### src/rtl/uart_rx_deser.sv
// UART 8N1 receive deserializer with 16x oversampling, feeding a downstream RX FIFO.
// Reports frame errors and FIFO-full overruns as single-cycle pulses.
module uart_rx_deser #(
  parameter int unsigned OvsDiv     = 27,
  parameter int unsigned SyncStages = 2
) (
  input  logic       sclk_i,
  input  logic       rst_i,
  input  logic       uart_rxd_i,
  input  logic       fifo_full_i,
  output logic [7:0] rx_data_o,
  output logic       rx_valid_o,
  output logic       frame_err_o,
  output logic       rx_overrun_o,
  output logic       rx_busy_o
);

  localparam int unsigned PreW = (OvsDiv > 1) ? $clog2(OvsDiv) : 1;

  typedef enum logic [2:0] {StIdle, StStart, StData, StStop, StBreak} state_e;

  state_e                state_q, state_d;
  logic [SyncStages-1:0] sync_q;
  logic                  rxd_d_q;
  logic [PreW-1:0]       pre_q, pre_d;
  logic [3:0]            idx_q, idx_d;
  logic [3:0]            bit_q, bit_d;
  logic [7:0]            shift_q, shift_d;
  logic [7:0]            data_q, data_d;
  logic                  valid_q, valid_d;
  logic                  ferr_q, ferr_d;
  logic                  ovr_q, ovr_d;

  logic rxd_s, fall, tick, sample, counting;

  assign rxd_s    = sync_q[SyncStages-1];
  assign fall     = rxd_d_q & ~rxd_s;
  assign counting = (state_q == StStart) || (state_q == StData) || (state_q == StStop);
  assign tick     = counting && (pre_q == PreW'(OvsDiv - 1));
  // Index 7 is mid-bit: half a bit after the start edge, then every 16 ticks.
  assign sample   = tick && (idx_q == 4'd7);

  always_ff @(posedge sclk_i or posedge rst_i) begin
    if (rst_i) begin
      sync_q  <= '1;
      rxd_d_q <= 1'b1;
    end else begin
      sync_q  <= {sync_q[SyncStages-2:0], uart_rxd_i};
      rxd_d_q <= rxd_s;
    end
  end

  always_comb begin
    state_d = state_q;
    pre_d   = '0;
    idx_d   = '0;
    bit_d   = bit_q;
    shift_d = shift_q;
    data_d  = data_q;
    valid_d = 1'b0;
    ferr_d  = 1'b0;
    ovr_d   = 1'b0;

    if (counting) begin
      pre_d = tick ? '0 : pre_q + PreW'(1);
      idx_d = tick ? idx_q + 4'd1 : idx_q;
    end

    unique case (state_q)
      StIdle: begin
        bit_d = '0;
        if (fall) state_d = StStart;
      end
      StStart: begin
        if (sample) begin
          if (!rxd_s) begin
            state_d = StData;
            bit_d   = '0;
          end else begin
            state_d = StIdle;
          end
        end
      end
      StData: begin
        if (sample) begin
          shift_d = {rxd_s, shift_q[7:1]};
          bit_d   = bit_q + 4'd1;
          if (bit_q == 4'd7) state_d = StStop;
        end
      end
      StStop: begin
        if (sample) begin
          if (rxd_s) begin
            state_d = StIdle;
            if (fifo_full_i) begin
              ovr_d = 1'b1;
            end else begin
              valid_d = 1'b1;
              data_d  = shift_q;
            end
          end else begin
            ferr_d  = 1'b1;
            state_d = StBreak;
          end
        end
      end
      StBreak: begin
        if (rxd_s) state_d = StIdle;
      end
      default: state_d = StIdle;
    endcase
  end

  always_ff @(posedge sclk_i or posedge rst_i) begin
    if (rst_i) begin
      state_q <= StIdle;
      pre_q   <= '0;
      idx_q   <= '0;
      bit_q   <= '0;
      shift_q <= '0;
      data_q  <= '0;
      valid_q <= 1'b0;
      ferr_q  <= 1'b0;
      ovr_q   <= 1'b0;
    end else begin
      state_q <= state_d;
      pre_q   <= pre_d;
      idx_q   <= idx_d;
      bit_q   <= bit_d;
      shift_q <= shift_d;
      data_q  <= data_d;
      valid_q <= valid_d;
      ferr_q  <= ferr_d;
      ovr_q   <= ovr_d;
    end
  end

  assign rx_data_o    = data_q;
  assign rx_valid_o   = valid_q;
  assign frame_err_o  = ferr_q;
  assign rx_overrun_o = ovr_q;
  assign rx_busy_o    = (state_q != StIdle);

endmodule

### config.mk
export PLATFORM = sky130hd
export DESIGN_NAME = uart_rx_deser
export DESIGN_NICKNAME = d
export VERILOG_FILES = /design/src/rtl/uart_rx_deser.sv
export SDC_FILE = /design/constraint.sdc
export NUM_CORES = 1
export LEC_CHECK = 0
export CORE_MARGIN = 2
export CORE_UTILIZATION = 42
export DETAILED_ROUTE_END_ITERATION = 16
export PLACE_DENSITY = 0.71
export RECOVER_POWER = 100
export SKIP_LAST_GASP = 1
export SLEW_MARGIN = 20
export SYNTH_ARGS = -nofsm -noshare
export SYNTH_HDL_FRONTEND = slang
export SYNTH_SLANG_ARGS = --single-unit
### constraint.sdc
create_clock -name sclk_i -period 5.1 [get_ports sclk_i]
set_input_delay 1.275 -clock sclk_i [delete_from_list [all_inputs] [get_ports sclk_i]]
set_output_delay 1.275 -clock sclk_i [all_outputs]
set_load 0.01 [all_outputs]
==> flow_summary.json, run 1 <==
{
  "dpl_cell_area_mm2": 0.00190,
  "synthesis.area_per_instance_um2": 12.4,
  "required_ns": 5.11,
  "cts_setup_buffers": 0,
  "ctsHoldBuffers": 0,
  "synth_edf_count": 0,
  "path_max_fanout": 38,
  "synth_top_area_share_pct": 51.4,
  "critPathCapture": "rx_data_o[4]",
  "std_cell_rows": 23,
  "synth_top_area_cell": "dfrtp_1",
  "avgRoutedWirePerCell_um": 13.6,
  "p_sw_mw": 0.214,
  "clock_sinks": 38,
  "skew_ns": 0.00646,
  "synthTopCellsByCount": "dfrtp_1 (35), mux2_2 (17), nor2_1 (15)",
  "critPathLaunch": "rst_i",
  "cts_max_path_buffers": 2,
  "root_buffer": "clkbuf_8",
  "hold_ws_ns": 0.362,
  "wl_um": 2820,
  "netlist_top_cells_area": "dfrtp_1 (51%), mux2_2 (11%), dfstp_2 (4.6%)",
  "final_area_mm2": 0.00196,
  "grt.total_usage_pct": 14.4,
  "dp_hpwl_um": 2040,
  "cp.depth": 3,
  "rrSetupSlack_ns": 2.43,
  "cts_made_buffers": 5,
  "drt-pass1-iter-count": 3,
  "nNetsFinal": 164,
  "synth_warnings": 0,
  "ioPinCount": 16,
  "dr.first_iter.drc_count": 22,
  "antenna_cells": 0,
  "slowest_stage": "clkbuf_1",
  "cpLargestDelayFamily": "buffers and inverters",
  "clkSlewWorstSetupHoldPaths_ns": 0.07,
  "crit_type": "input pin to async pin",
  "run_status": "complete, but fails checks",
  "synth.most_common_cell": "dfrtp_1",
  "critical_path.endpoint_type": "async pin",
  "setup_viol": 0,
  "grt_max_degree": 39,
  "combinationalPowerShare_pct": 20.6,
  "swShare_pct": 28.1,
  "synth_fp_nets": 145,
  "rsz0062_at_grt": "no",
  "vias": 1068,
  "reg2reg_from": "pre_q[0]",
  "fin_crit_ns": 3.25,
  "async_reset_ff_share_pct": 100,
  "synth-seq-cells": 38,
  "numPortBuffers": 15,
  "timing.fmax_ghz": 0.308,
  "core-area_mm2": 0.00394,
  "htreeDepth": 2,
  "fp.dieW_um": 67.7,
  "tightest_slew_ns": 1.95,
  "gp_congestion": 0.762,
  "crit_chain": "dlygate4sd3_1 > inv_1 > clkbuf_1",
  "violations": "max-capacitance violations, max-slew violations",
  "grt_pass1_vias": 1036,
  "power_density_mw_per_mm2": 390,
  "p_clk_share_pct": 31.9,
  "finalSetupTns_ns": 0,
  "cap_violations": 1,
  "synthCells": 137,
  "synth_cell_types": 42,
  "reg2reg_to": "shift_q[4]",
  "syn2layout_area_growth_pct": 14.8,
  "ff2ff_path_depth": 6,
  "relSlewSlack_pct": -30.2,
  "grt_first_pass_wirelength_um": 4790,
  "cts_tree": "done",
  "layout-drive-gt1-share_pct": 16.6,
  "die-area_mm2": 0.00459,
  "vias_per_cell": 5.16,
  "synthFlopType": "dfrtp_1",
  "p_leak_nw": 0.943,
  "p_int_mw": 0.550,
  "ys_seq_area_share_pct": 56.0,
  "grt_overflow_total": 0,
  "start_util_pct": 43.3,
  "cpPeakStageDelay_ns": 1.40,
  "cp-start-kind": "input pin",
  "drc_errors": 0,
  "cts.repair.resized": 0,
  "hold_class": "register to register",
  "pwr-share-seq_pct": 47.5,
  "finalCritPeriodShare_pct": 63.7,
  "hold_viol": 0,
  "peakVddDrop_mv": 0.303,
  "die_y_um": 67.7,
  "drv_slew": 39,
  "antenna_found_initial": 0,
  "path_buf_inv": 3,
  "clock_latency_ns": 0.29,
  "synthesis.area_mm2": 0.00171,
  "ant_nets": 0,
  "cp.arrival_ns": 3.26
}
[kinds of logic (layout without fill, tap and decap cells)]
family | count (synthesis) | in the layout | share of synthesized area, %
buf+inv | 11 | 31 | 3.15
flops | 38 | 38 | 56.0
xor+xnor | 6 | 6 | 3.08
compound gates | 16 | 16 | 6.60
mux | 19 | 19 | 12.5
simple gates | 43 | 43 | 15.7
fa+ha+maj | 4 | 4 | 2.93
[final cells by class]
class,count,area (um^2)
clock buffers,7,76.3
clock inverters,1,30.0
fillers,348,1980
inverters,7,26.3
multi-input cells,88,654
flip-flops and latches,38,955
well taps,50,62.6
repair buffers,16,154
[sequential cells by signal (all words and copies together), names as in the netlist, 2 cells and up]
register,count
shift_q,8
state_q,3
sync_q,2
idx_q,4
pre_q,5
rx_data_o,8
bit_q,4
[power groups by stage]
stage / clock network (mW) / logic, mW / registers [mW]
floorplan: 0 / 0.141 / 0.359
global route: 0.264 / 0.181 / 0.368
finish: 0.244 / 0.158 / 0.363
global placement: 0 / 0.168 / 0.366
detailed placement: 0 / 0.175 / 0.370
CTS: 0.252 / 0.175 / 0.364
[worst min path at each step]
stage | start | to | depth (start not counted)
final | sync_q[0] | sync_q[1] | 0
after global routing | sync_q[0] | sync_q[1] | 0
after CTS | sync_q[0] | sync_q[1] | 0
after detailed placement | sync_q[0] | sync_q[1] | 0
after global placement | sync_q[0] | sync_q[1] | 0
after floorplan | sync_q[0] | sync_q[1] | 0
[stage by stage]
step	setup slack (ns)	power [mW]	util [%]	cells
after floorplan	2.97	0.500	-	137
after global placement	2.47	0.535	48.1	199
after detailed placement	2.42	0.544	48.1	199
after CTS	2.14	0.790	50.8	207
after global routing	1.39	0.813	49.7	207
final	1.85	0.764	49.7	207
[layer usage]
layer	up-vias	global-route usage [%]	wire [um]
met4	0	6.89	40
met5	-	0	0
li1	515	-	-
met2	9	22.3	1460
met3	5	4.50	67
met1	539	18.2	1250
[cells in the final DEF, fill, tap and decap left out, types with 2 or more instances in the layout]
cell type       n
o21ai_0         4
nor2_1         15
clkbuf_1        3
mux2_1          2
a21oi_1         3
ha_1            4
mux2_2         17
nor3_1          5
xnor2_1         2
dfstp_2         2
clkbuf_8        5
inv_1           7
or3_1           2
dlygate4sd3_1  15
nand2b_1        3
nand3_1         4
xor2_1          4
dfrtp_1        35
nand2_1         4
Power figures use the tool's default switching activity.
==> run 2, diff against run 1 <==
==> constraint.sdc (replaced) <==
create_clock -name sclk_i -period 3.3 [get_ports sclk_i]
set_input_delay 0.825 -clock sclk_i [delete_from_list [all_inputs] [get_ports sclk_i]]
set_output_delay 0.825 -clock sclk_i [all_outputs]
set_load 0.01 [all_outputs]
==> run 2 against run 1 <==
Against the previous run: global-route usage grew 0.096 points; clock power grew 24%; combinational power grew 56%; first-iteration DRC count grew 55%; cell count is the same; flip-flop and latch count is the same; total power grew 45%; critical path type is now register to register; the flow now finishes without violations; clock skew grew 0.0040 ns; largest cell class unchanged.
==> flow_summary.json, run 2 (same netlist as run 1, synthesis figures left out) <==
{
  "dpl_cell_area_mm2": 0.00190,
  "cts_tree": "done",
  "start_util_pct": 43.3,
  "syn2layout_area_growth_pct": 13.7,
  "n_fill_cell": 343,
  "grt_max_degree": 39,
  "run_status": "completed",
  "cap_violations": 0,
  "critical_path.endpoint_type": "register",
  "die_y_um": 67.7,
  "slowest_stage": "nor3_1",
  "nNetsFinal": 164,
  "std_cell_rows": 23,
  "final_util_pct": 49.2,
  "fin_cells": 207,
  "grt.total_usage_pct": 14.5,
  "drc_errors": 0,
  "vias": 1071,
  "grt_pass1_vias": 1017,
  "ctsHoldBuffers": 0,
  "drt-pass1-iter-count": 4,
  "dr.first_iter.drc_count": 34,
  "cts_max_path_buffers": 2,
  "path_max_fanout": 8,
  "relSlewSlack_pct": 31.1,
  "vias_per_cell": 5.17,
  "drv_slew": 0,
  "clock_sinks": 38,
  "cpLargestDelayFamily": "simple AND/OR/NAND/NOR gates",
  "dp_hpwl_um": 2030,
  "grt_overflow_total": 0,
  "crit_type": "register to register",
  "cpPeakStageDelay_ns": 0.86,
  "avgRoutedWirePerCell_um": 13.7,
  "core-area_mm2": 0.00394,
  "crit_chain": "inv_1 > ha_1 > nand4b_1 > or2_0 > nor3_1 > mux2_2",
  "dp.cells": 199,
  "ant_nets": 0,
  "layout-drive-gt1-share_pct": 17.2,
  "wl_um": 2830,
  "gp_congestion": 0.762,
  "tightest_slew_ns": 1.03,
  "cts_made_buffers": 5,
  "hold_depth": 0,
  "seqCellArea_um2": 955,
  "grt_first_pass_wirelength_um": 4860,
  "fin_crit_ns": 2.67,
  "clock_latency_ns": 0.29,
  "rrSetupSlack_ns": 0.63,
  "antenna_cells": 0,
  "path_buf_inv": 1,
  "cts.repair.resized": 0,
  "final_area_mm2": 0.00194,
  "finalCritPeriodShare_pct": 80.9,
  "ff2ff_path_depth": 6,
  "cp.depth": 6,
  "power_mw": 1.11,
  "cts_setup_buffers": 0,
  "power_density_mw_per_mm2": 571,
  "rsz0062_at_grt": "no",
  "required_ns": 3.47,
  "fp.dieW_um": 67.7,
  "ioPinCount": 16,
  "clkSlewWorstSetupHoldPaths_ns": 0.07,
  "numPortBuffers": 15,
  "die-area_mm2": 0.00459,
  "cp.arrival_ns": 2.84,
  "multi_input_area_um2": 654,
  "skew_ns": 0.0105,
  "p_leak_nw": 0.932,
  "root_buffer": "clkbuf_8",
  "finalSetupTns_ns": 0,
  "layout_commonest_cell": "dfrtp_1",
  "setup_viol": 0,
  "hold_class": "register to register",
  "peakVddDrop_mv": 0.424,
  "hold_viol": 0,
  "cp-start-kind": "register",
  "timing.fmax_ghz": 0.374,
  "final_cell_mix": "dfrtp_1 (35), mux2_2 (17), nor2_1 (15)",
  "antenna_found_initial": 0,
  "htreeDepth": 2
}
## run 2: cell types whose count changed in the layout (fill, tap and decap cells not counted), sizes merged
| cell | change |
|---|---|
| buf | +1 |
| bufinv | -1 |
| clkbuf | -1 |
| clkdlybuf4s50 | +1 |
| clkinvlp | +1 |
| dlygate4sd3 | -1 |
## run 2: area by class of cell
class | count | share of cell area (%)
clock buffer | 7 | 3.94
clock inverter | 1 | 0.387
inverter | 7 | 1.35
multi-input combinational | 88 | 33.7
sequential | 38 | 49.2
tap | 50 | 3.23
timing repair buffer | 16 | 8.13
## run 2: stage by stage
stage                     hold WS (ns)  setup slack, ns
after global routing             0.368            0.470
after floorplan                  0.345             1.37
after CTS                        0.358            0.799
after detailed placement         0.347             1.06
final                            0.362            0.629
after global placement           0.347             1.12
## run 2: worst paths after layout
kind                           start         end
min reg2reg                sync_q[0]   sync_q[1]
max in group asynchronous      rst_i     rxd_d_q
max reg2reg                 pre_q[0]  shift_q[3]
max                         pre_q[0]  shift_q[3]
min in group asynchronous      rst_i  state_q[2]
min                        sync_q[0]   sync_q[1]
## run 2: metal layers
metal  track usage [%]  vias to the layer above  wire, um
met2              22.1                       13      1460
met3              3.00                        7        58
met4              7.65                        0        55
met5                 0                        -         0
li1                  -                      516         -
met1              19.3                      535      1260
## run 2: worst register-to-register path: cells and delay by family, from the launching register on
family | cells | cell delay (ns)
simple gates | 3 | 1.47
flops | 1 | 0.41
buf+inv | 1 | 0.08
mux | 1 | 0.42
fa+ha+maj | 1 | 0.17
## run 2: where the power goes
part	switching (mW)	total [mW]	internal [mW]
registers	0.0528	0.560	0.507
logic	0.128	0.246	0.117
clock network	0.153	0.302	0.149
total	0.334	1.11	0.774
==> run 3, diff against run 2 <==
--- a/config.mk
+++ b/config.mk
@@ -8,7 +8,7 @@
 export CORE_MARGIN = 2
 export CORE_UTILIZATION = 42
 export DETAILED_ROUTE_END_ITERATION = 16
-export PLACE_DENSITY = 0.71
+export PLACE_DENSITY = 0.74
 export RECOVER_POWER = 100
 export SKIP_LAST_GASP = 1
 export SLEW_MARGIN = 20
==> constraint.sdc (replaced) <==
create_clock -name sclk_i -period 2.4 [get_ports sclk_i]
set_input_delay 0.6 -clock sclk_i [delete_from_list [all_inputs] [get_ports sclk_i]]
set_output_delay 0.6 -clock sclk_i [all_outputs]
set_load 0.01 [all_outputs]
==> run 3 against run 2 <==
Against the previous run: total power is 63% higher; routed wire length up 8.7%; first-iteration DRC count grew 85%; sequential power up 38%; largest cell class unchanged; highest routed layer unchanged.
==> flow_summary.json, run 3 (same netlist as run 1, synthesis figures left out) <==
{
  "run_status": "completed",
  "ioPinCount": 16,
  "ctsHoldBuffers": 0,
  "core-area_mm2": 0.00394,
  "peakVddDrop_mv": 0.424,
  "cts_made_buffers": 5,
  "layout_commonest_cell": "dfrtp_1",
  "rsz0062_at_grt": "no",
  "cp.depth": 2,
  "finalCritPeriodShare_pct": 95.1,
  "grt_overflow_total": 0,
  "hold_class": "register to register",
  "setup_viol": 0,
  "nNetsFinal": 166,
  "drv_slew": 0,
  "path_max_fanout": 9,
  "p_clk_share_pct": 36.5,
  "n_fill_cell": 317,
  "clock_sinks": 38,
  "cts.repair.resized": 0,
  "grt.total_usage_pct": 15.5,
  "gp_congestion": 0.750,
  "drc_errors": 0,
  "p_int_mw": 1.31,
  "die-area_mm2": 0.00459,
  "vias": 1081,
  "reg2reg_to": "rx_data_o[3]",
  "grt_first_pass_wirelength_um": 5050,
  "drt-pass1-iter-count": 4,
  "clock_latency_ns": 0.29,
  "dp_hpwl_um": 2260,
  "vias_per_cell": 5.17,
  "power_density_mw_per_mm2": 881,
  "htreeDepth": 2,
  "finalSetupTns_ns": 0,
  "fp.dieW_um": 67.7,
  "antenna_cells": 0,
  "avgRoutedWirePerCell_um": 14.7,
  "crit_chain": "or3_1 > clkdlybuf4s50_1",
  "p_sw_mw": 0.486,
  "crit_type": "register to primary output",
  "reg2reg_from": "pre_q[0]",
  "ant_nets": 0,
  "antenna_found_initial": 0,
  "cp-start-kind": "register",
  "wl_um": 3080,
  "numPortBuffers": 15,
  "cts_tree": "done",
  "timing.fmax_ghz": 0.438,
  "hold_viol": 0,
  "cts_max_path_buffers": 2,
  "critPathCapture": "rx_busy_o",
  "cp.arrival_ns": 1.68,
  "combinationalPowerShare_pct": 20.5,
  "pwr-share-seq_pct": 43.0,
  "cts_setup_buffers": 0,
  "hp-start": "sync_q[0]",
  "critPathLaunch": "state_q[0]",
  "cpLargestDelayFamily": "buffers and inverters",
  "critical_path.endpoint_type": "primary output",
  "slowest_stage": "clkdlybuf4s50_1",
  "die_y_um": 67.7,
  "rrSetupSlack_ns": 0.23,
  "seqCellArea_um2": 955,
  "std_cell_rows": 23,
  "p_leak_nw": 1.01,
  "ff2ff_path_depth": 6,
  "grt_max_degree": 39,
  "relSlewSlack_pct": 39.6,
  "required_ns": 1.80,
  "cpPeakStageDelay_ns": 0.50,
  "final_cell_mix": "dfrtp_1 (35), mux2_2 (17), nor2_1 (15)",
  "clkSlewWorstSetupHoldPaths_ns": 0.07,
  "dr.first_iter.drc_count": 63,
  "root_buffer": "clkbuf_8",
  "multi_input_area_um2": 692,
  "start_util_pct": 43.3,
  "path_buf_inv": 1,
  "skew_ns": 0.00649,
  "tightest_slew_ns": 0.906,
  "grt_pass1_vias": 1111,
  "layout-drive-gt1-share_pct": 21.4,
  "fin_crit_ns": 2.28,
  "syn2layout_area_growth_pct": 19.9,
  "power_mw": 1.80,
  "swShare_pct": 27.0,
  "cap_violations": 0
}
[run 3: cell types whose count changed in the layout (fill, tap and decap cells not counted), sizes merged]
| cell | delta |
|---|---|
| bufinv | +2 |
| clkbuf | +1 |
| clkdlybuf4s50 | +1 |
| clkinvlp | -1 |
| dlygate4sd3 | -1 |
[run 3: metrics by stage]
stage          std cells  cell area (um^2)  setup WS [ns]  utilization, %  hold WS (ns)
6_report             209              2040          0.118            51.9         0.364
3_5_place_dp         201              1910          0.269            48.5         0.349
2_1_floorplan        137              1710          0.468               -         0.345
4_1_cts              209              2060          0.112            52.1         0.360
5_1_grt              209              2040         0.0449            51.9         0.367
3_3_place_gp         201              1910          0.343            48.5         0.346
[run 3: per-layer routing]
metal,vias to the layer above,track usage [%],routed length [um]
met5,-,0,0
met4,0,8.42,38
met3,4,4.00,107
met2,20,25.2,1620
met1,537,18.6,1310
li1,520,-,-
[run 3: worst reg2reg max path: stages, from the launching register on]
cell and delay (ns):
dfrtp_1 0.42, inv_1 0.07, ha_1 0.21, nand4b_4 0.15
or2_0 0.39, nor3_4 0.44, mux2_2 0.39
[run 3: worst min path at each step]
stage | endpoint | slack [ns] | cells past startpoint
final | sync_q[1] | 0.36 | 0
after global routing | sync_q[1] | 0.37 | 0
after CTS | sync_q[1] | 0.36 | 0
after detailed placement | sync_q[1] | 0.35 | 0
after global placement | sync_q[1] | 0.35 | 0
after floorplan | sync_q[1] | 0.35 | 0
[run 3: final cells by class]
cell class / instances / share of cell area (%)
clock inverters: 2 / 2.94
clock buffers: 6 / 4.04
multi-input cells: 88 / 33.8
well taps: 50 / 3.06
flip-flops and latches: 38 / 46.7
repair buffers: 18 / 8.14
inverters: 7 / 1.29
[run 3: power groups by stage]
stage	sequential [mW]	combinational (mW)	clock (mW)
after floorplan	0.764	0.300	0
after global placement	0.776	0.364	0
after detailed placement	0.782	0.386	0
after CTS	0.770	0.388	0.676
after global routing	0.782	0.416	0.715
final	0.774	0.369	0.658
